===== config.mk =====
export PLATFORM = sky130hd
export DESIGN_NAME = shake_load_ctrl
export DESIGN_NICKNAME = d
export VERILOG_FILES = /design/src/rtl/shake_load_ctrl.sv
export SDC_FILE = /design/constraint.sdc
export NUM_CORES = 1
export LEC_CHECK = 0
export CORE_MARGIN = 5
export CORE_UTILIZATION = 52
export DETAILED_ROUTE_END_ITERATION = 10
export PLACE_DENSITY_LB_ADDON = 0.15
export RECOVER_POWER = 100
export SYNTH_ARGS = -nofsm -noshare
export SYNTH_HDL_FRONTEND = slang
export SYNTH_SLANG_ARGS = --single-unit

===== constraint.sdc =====
create_clock -name clk -period 8.3 [get_ports clk]
set_input_delay 1.245 -clock clk [delete_from_list [all_inputs] [get_ports clk]]
set_output_delay 1.245 -clock clk [all_outputs]
set_load 0.05 [all_outputs]

===== src/rtl/shake_load_ctrl.sv =====
// SHAKE input-load controller: paces message words into the SIPO and emits padding control.
// Optional SHAKE_LOAD_PERF_EN adds stall_cycles / blocks_loaded counters.
module shake_load_ctrl #(
    parameter int W             = 64,
    parameter int LEN_W         = 32,
    parameter int RATE128_BYTES = 168,
    parameter int RATE256_BYTES = 136
) (
    input  logic                      clk,
    input  logic                      rst,
    input  logic                      valid_in,
    output logic                      ready_out,
    input  logic [LEN_W-1:0]          hdr_in_len,
    input  logic [LEN_W-1:0]          hdr_out_len,
    input  logic                      hdr_mode,
    output logic [LEN_W-1:0]          in_len_q,
    output logic [LEN_W-1:0]          out_len_q,
    output logic                      mode_q,
    input  logic                      input_buffer_empty,
    output logic                      load_enable,
    output logic [$clog2(W/8):0]      valid_bytes,
    output logic                      pad_domain,
    output logic                      pad_final,
    output logic                      buffer_ready_wr,
`ifdef SHAKE_LOAD_PERF_EN
    output logic [31:0]               stall_cycles,
    output logic [15:0]               blocks_loaded,
`endif
    output logic                      last_block_wr
);

    localparam int BPW    = W / 8;
    localparam int VB_W   = $clog2(BPW) + 1;
    localparam int RW128  = RATE128_BYTES / BPW;
    localparam int RW256  = RATE256_BYTES / BPW;
    localparam int RW_MAX = (RW128 > RW256) ? RW128 : RW256;
    localparam int IDX_W  = $clog2(RW_MAX);

    localparam logic [IDX_W-1:0] LAST128 = IDX_W'(RW128 - 1);
    localparam logic [IDX_W-1:0] LAST256 = IDX_W'(RW256 - 1);
    localparam logic [VB_W-1:0]  VB_FULL = VB_W'(BPW);

    typedef enum logic [1:0] {
        WAIT_HEADER,
        WAIT_BUF,
        LOAD,
        HANDOFF
    } state_t;

    state_t             state_q, state_d;
    logic [LEN_W-1:0]   bytes_left_q, bytes_left_d;
    logic [IDX_W-1:0]   word_idx_q, word_idx_d;
    logic               pad_started_q, pad_started_d;
    logic [LEN_W-1:0]   in_len_d, out_len_d;
    logic               mode_d;

    logic [IDX_W-1:0]   rw_last;
    logic               data_phase;

    always_comb begin
        state_d         = state_q;
        bytes_left_d    = bytes_left_q;
        word_idx_d      = word_idx_q;
        pad_started_d   = pad_started_q;
        in_len_d        = in_len_q;
        out_len_d       = out_len_q;
        mode_d          = mode_q;
        ready_out       = 1'b0;
        load_enable     = 1'b0;
        valid_bytes     = '0;
        pad_domain      = 1'b0;
        pad_final       = 1'b0;
        buffer_ready_wr = 1'b0;
        last_block_wr   = 1'b0;

        rw_last    = mode_q ? LAST256 : LAST128;
        data_phase = (bytes_left_q != '0);

        unique case (state_q)
            WAIT_HEADER: begin
                ready_out = 1'b1;
                if (valid_in) begin
                    in_len_d      = hdr_in_len;
                    out_len_d     = hdr_out_len;
                    mode_d        = hdr_mode;
                    bytes_left_d  = hdr_in_len;
                    pad_started_d = 1'b0;
                    state_d       = WAIT_BUF;
                end
            end
            WAIT_BUF: begin
                if (input_buffer_empty) begin
                    word_idx_d = '0;
                    state_d    = LOAD;
                end
            end
            LOAD: begin
                if (data_phase) begin
                    ready_out   = 1'b1;
                    load_enable = valid_in;
                    if (bytes_left_q >= LEN_W'(BPW))
                        valid_bytes = VB_FULL;
                    else
                        valid_bytes = bytes_left_q[VB_W-1:0];
                end else begin
                    load_enable = 1'b1;
                end
                // Padding flags only mean something on a word that actually loads.
                if (load_enable) begin
                    pad_domain   = !pad_started_q && (valid_bytes < VB_FULL);
                    pad_final    = (word_idx_q == rw_last) &&
                                   (pad_started_q || pad_domain);
                    bytes_left_d = bytes_left_q - LEN_W'(valid_bytes);
                    if (pad_domain)
                        pad_started_d = 1'b1;
                    if (word_idx_q == rw_last)
                        state_d = HANDOFF;
                    else
                        word_idx_d = word_idx_q + IDX_W'(1);
                end
            end
            HANDOFF: begin
                buffer_ready_wr = 1'b1;
                last_block_wr   = pad_started_q;
                state_d         = pad_started_q ? WAIT_HEADER : WAIT_BUF;
            end
        endcase

        if (rst) begin
            ready_out       = 1'b0;
            load_enable     = 1'b0;
            valid_bytes     = '0;
            pad_domain      = 1'b0;
            pad_final       = 1'b0;
            buffer_ready_wr = 1'b0;
            last_block_wr   = 1'b0;
            state_d         = WAIT_HEADER;
        end
    end

    always_ff @(posedge clk) begin
        if (rst) begin
            state_q       <= WAIT_HEADER;
            bytes_left_q  <= '0;
            word_idx_q    <= '0;
            pad_started_q <= 1'b0;
            in_len_q      <= '0;
            out_len_q     <= '0;
            mode_q        <= 1'b0;
        end else begin
            state_q       <= state_d;
            bytes_left_q  <= bytes_left_d;
            word_idx_q    <= word_idx_d;
            pad_started_q <= pad_started_d;
            in_len_q      <= in_len_d;
            out_len_q     <= out_len_d;
            mode_q        <= mode_d;
        end
    end

`ifdef SHAKE_LOAD_PERF_EN
    logic [31:0] stall_cycles_q, stall_cycles_d;
    logic [15:0] blocks_loaded_q, blocks_loaded_d;

    always_comb begin
        stall_cycles_d  = stall_cycles_q;
        blocks_loaded_d = blocks_loaded_q;
        if (state_q == LOAD && data_phase && !valid_in &&
            stall_cycles_q != '1)
            stall_cycles_d = stall_cycles_q + 32'd1;
        if (buffer_ready_wr && blocks_loaded_q != '1)
            blocks_loaded_d = blocks_loaded_q + 16'd1;
    end

    always_ff @(posedge clk) begin
        if (rst) begin
            stall_cycles_q  <= '0;
            blocks_loaded_q <= '0;
        end else begin
            stall_cycles_q  <= stall_cycles_d;
            blocks_loaded_q <= blocks_loaded_d;
        end
    end

    assign stall_cycles  = stall_cycles_q;
    assign blocks_loaded = blocks_loaded_q;
`endif

endmodule


==> flow_metrics.py <==
metrics = {
    "layout": {
        "fillerInstances": 811,
        "drive_gt1_frac": 0.03558,
        "area_growth_pct": 32.07,
        "n_antenna_cell": 0,
        "ff_latch_area_sq_um": 2102,
        "multi_input_area_sq_um": 2711,
        "final_nets": 862,
    },
    "routing": {
        "wirelength_microns": 14320,
        "drc": 0,
        "drt_iter0_drc": 319,
        "drt-vias-per-instance": 5.580,
        "drt_pass1_iterations": 5,
        "ant_nets": 0,
        "vias": 5134,
        "wire_per_inst_microns": 15.56,
    },
    "setup_path": {
        "endpoint_kind": "primary output",
        "required_ns": 7.05,
        "arrival_ns": 5.00,
        "cp_max_fo": 11,
        "worstSetupPathType": "flip-flop to primary output",
        "cp-start-kind": "flip-flop",
    },
    "synthesis": {
        "synth_flop_cell": "dfxtp_1",
        "synth_top_cell_area_share": 0.4138,
        "ys_seq_elements": 105,
        "syn-instance-count": 669,
        "synth_edf_count": 0,
        "synth_top_cell_by_area": "dfxtp_1",
        "synth.area.top_cells": "dfxtp_1, nand2_1, a21oi_1",
        "yosys_warnings": 0,
        "synth_seq_area_share": 0.4138,
        "ys_types": 62,
        "synth_common_cells": "nand2_1, a21oi_1, dfxtp_1",
        "async_flop_share": 0,
        "synth_area_sq_um": 5080,
        "synthMostInstantiatedCell": "nand2_1",
        "syn_nets": 749,
        "syn_avg_cell_area_sq_um": 7.593,
    },
    "clocking": {
        "cts_resized": 0,
        "hold_buffers": 0,
        "cts.root.buffer_cell": "clkbuf_8",
        "clock_sinks": 105,
        "post_cts_buffers": 0,
        "cts_max_level": 3,
        "numCtsBuffers": 9,
        "insertion_delay_ns": 0.38,
        "clkTransAtPathRegs_ns": 0.10,
        "cts_tree": "yes",
        "cts_buffer_depth": 2,
    },
    "timing": {
        "tightest_slew_ns": 2.301,
        "post-route-min-period_ns": 6.244,
        "holdWs_ns": 0.4543,
        "hold_viol": 0,
        "setup_ws_ns": 2.056,
        "final.setup_skew_ns": 0.007479,
        "relSlewSlack": -0.5341,
        "finalCritPeriodShare": 0.7523,
        "max_freq_mhz": 160.2,
        "rsz0062_at_grt": "no",
        "tns_ns": 0,
        "maxSlewViolCount": 136,
        "setup_viol": 0,
    },
    "grt": {
        "grt_first_pass_wirelength_microns": 23000,
        "overflow": 0,
        "grt_max_degree": 69,
        "track_usage": 0.2415,
        "antenna_found_initial": 0,
        "grt_pass1_vias": 4819,
    },
    "floorplan": {
        "coreArea_sq_um": 9639,
        "ioPinCount": 144,
        "die_w_microns": 108.8,
        "num_rows": 36,
        "fp.dieH_microns": 108.8,
        "dieArea_sq_um": 11850,
        "start_util": 0.5270,
    },
    "outcome": {
        "violations": "max-capacitance violations, max-slew violations",
        "status": "finished with violations",
    },
    "placed_design": {
        "post-place-ws_ns": 3.457,
        "routabilityCongestion": 0.9117,
        "numPortBuffers": 143,
        "hpwl_microns": 10260,
    },
    "run": {
        "maxCapViolCount": 4,
    },
    "pwr": {
        "p_leak_uw": 0.002622,
        "vdd_drop_max_v": 0.0001438,
        "power_density_nw_per_um2": 322.2,
    },
    "min_path": {
        "hold_class": "flip-flop to flip-flop",
    },
}
-- layout by cell type (no fill, tap or decap), types with 10 or more instances in the layout --
master / netlist / routed
a21oi_1: 107 / 107
clkbuf_8: 0 / 10
clkdlybuf4s50_1: 0 / 66
dfxtp_1: 105 / 105
dlygate4sd3_1: 0 / 76
ha_1: 10 / 10
inv_1: 11 / 11
nand2_1: 163 / 163
nor2_1: 37 / 37
nor2b_1: 10 / 10
nor3_1: 14 / 14
o21ai_0: 27 / 26
-- logic make-up after synthesis --
group | synth area share
AO/OA/AOI/OAI | 0.2293
flip-flops | 0.4138
buffers and inverters | 0.04803
multiplexers | 0.01404
XOR/XNOR | 0.003449
AND/OR/NAND/NOR | 0.2628
adder cells (fa/ha/maj) | 0.02857
-- registers in the layout, summed over array words and instances, names as in the netlist --
name and cells:
bytes_left_q 32, in_len_q 32, mode_q 1, out_len_q 32
pad_started_q 1, state_q 2, word_idx_q 5
-- report_power, final --
group	total [uW]	switching, uW	internal [uW]
logic	1120	760	363
registers	702	84.6	617
clock network	337	185	152
total	2160	1030	1130
-- layout make-up --
| cell class | instances | area share |
|---|---|---|
| Sequential cell | 105 | 0.3133 |
| Clock buffer | 10 | 0.02051 |
| Clock inverter | 6 | 0.01082 |
| Tap cell | 133 | 0.02480 |
| Multi-Input combinational cell | 504 | 0.4041 |
| Inverter | 11 | 0.006154 |
| Timing Repair Buffer | 151 | 0.2203 |
-- worst paths after layout --
kind                                        from          endpoint  slack (ns)  cells after the start
worst min register to register     out_len_q[19]     out_len_q[19]        0.45                      2
worst min-delay path               out_len_q[19]     out_len_q[19]        0.45                      2
worst max-delay path            bytes_left_q[11]        pad_domain        2.06                      6
worst max register to register  bytes_left_q[11]  bytes_left_q[30]        2.41                     14
-- stage by stage --
stage	total power [uW]	util	cell area (sq um)	cells
finish	2161	0.6960	6709	920
detailed placement	1871	0.6785	6540	904
global placement	1845	0.6785	6540	904
floorplan	1540	-	5080	669
CTS	2209	0.7003	6750	920
global route	2312	0.6960	6709	920
-- critical path: stages, from the launching register on --
cell and delay (ns):
dfxtp_1 0.36, or4_1 0.64, or4_1 0.55, nor4b_1 1.56, and3_1 0.47, o211a_1 0.18, dlygate4sd3_1 0.87
-- routing by layer --
layer  vias up  track usage  routed length, microns
met5         -            0                       0
met4         0       0.1028                     325
met3        21      0.03908                     953
met2       190       0.4091                    6997
met1      2356       0.3043                    6039
li1       2567            -                       -
(Power assumes the default switching activity.)
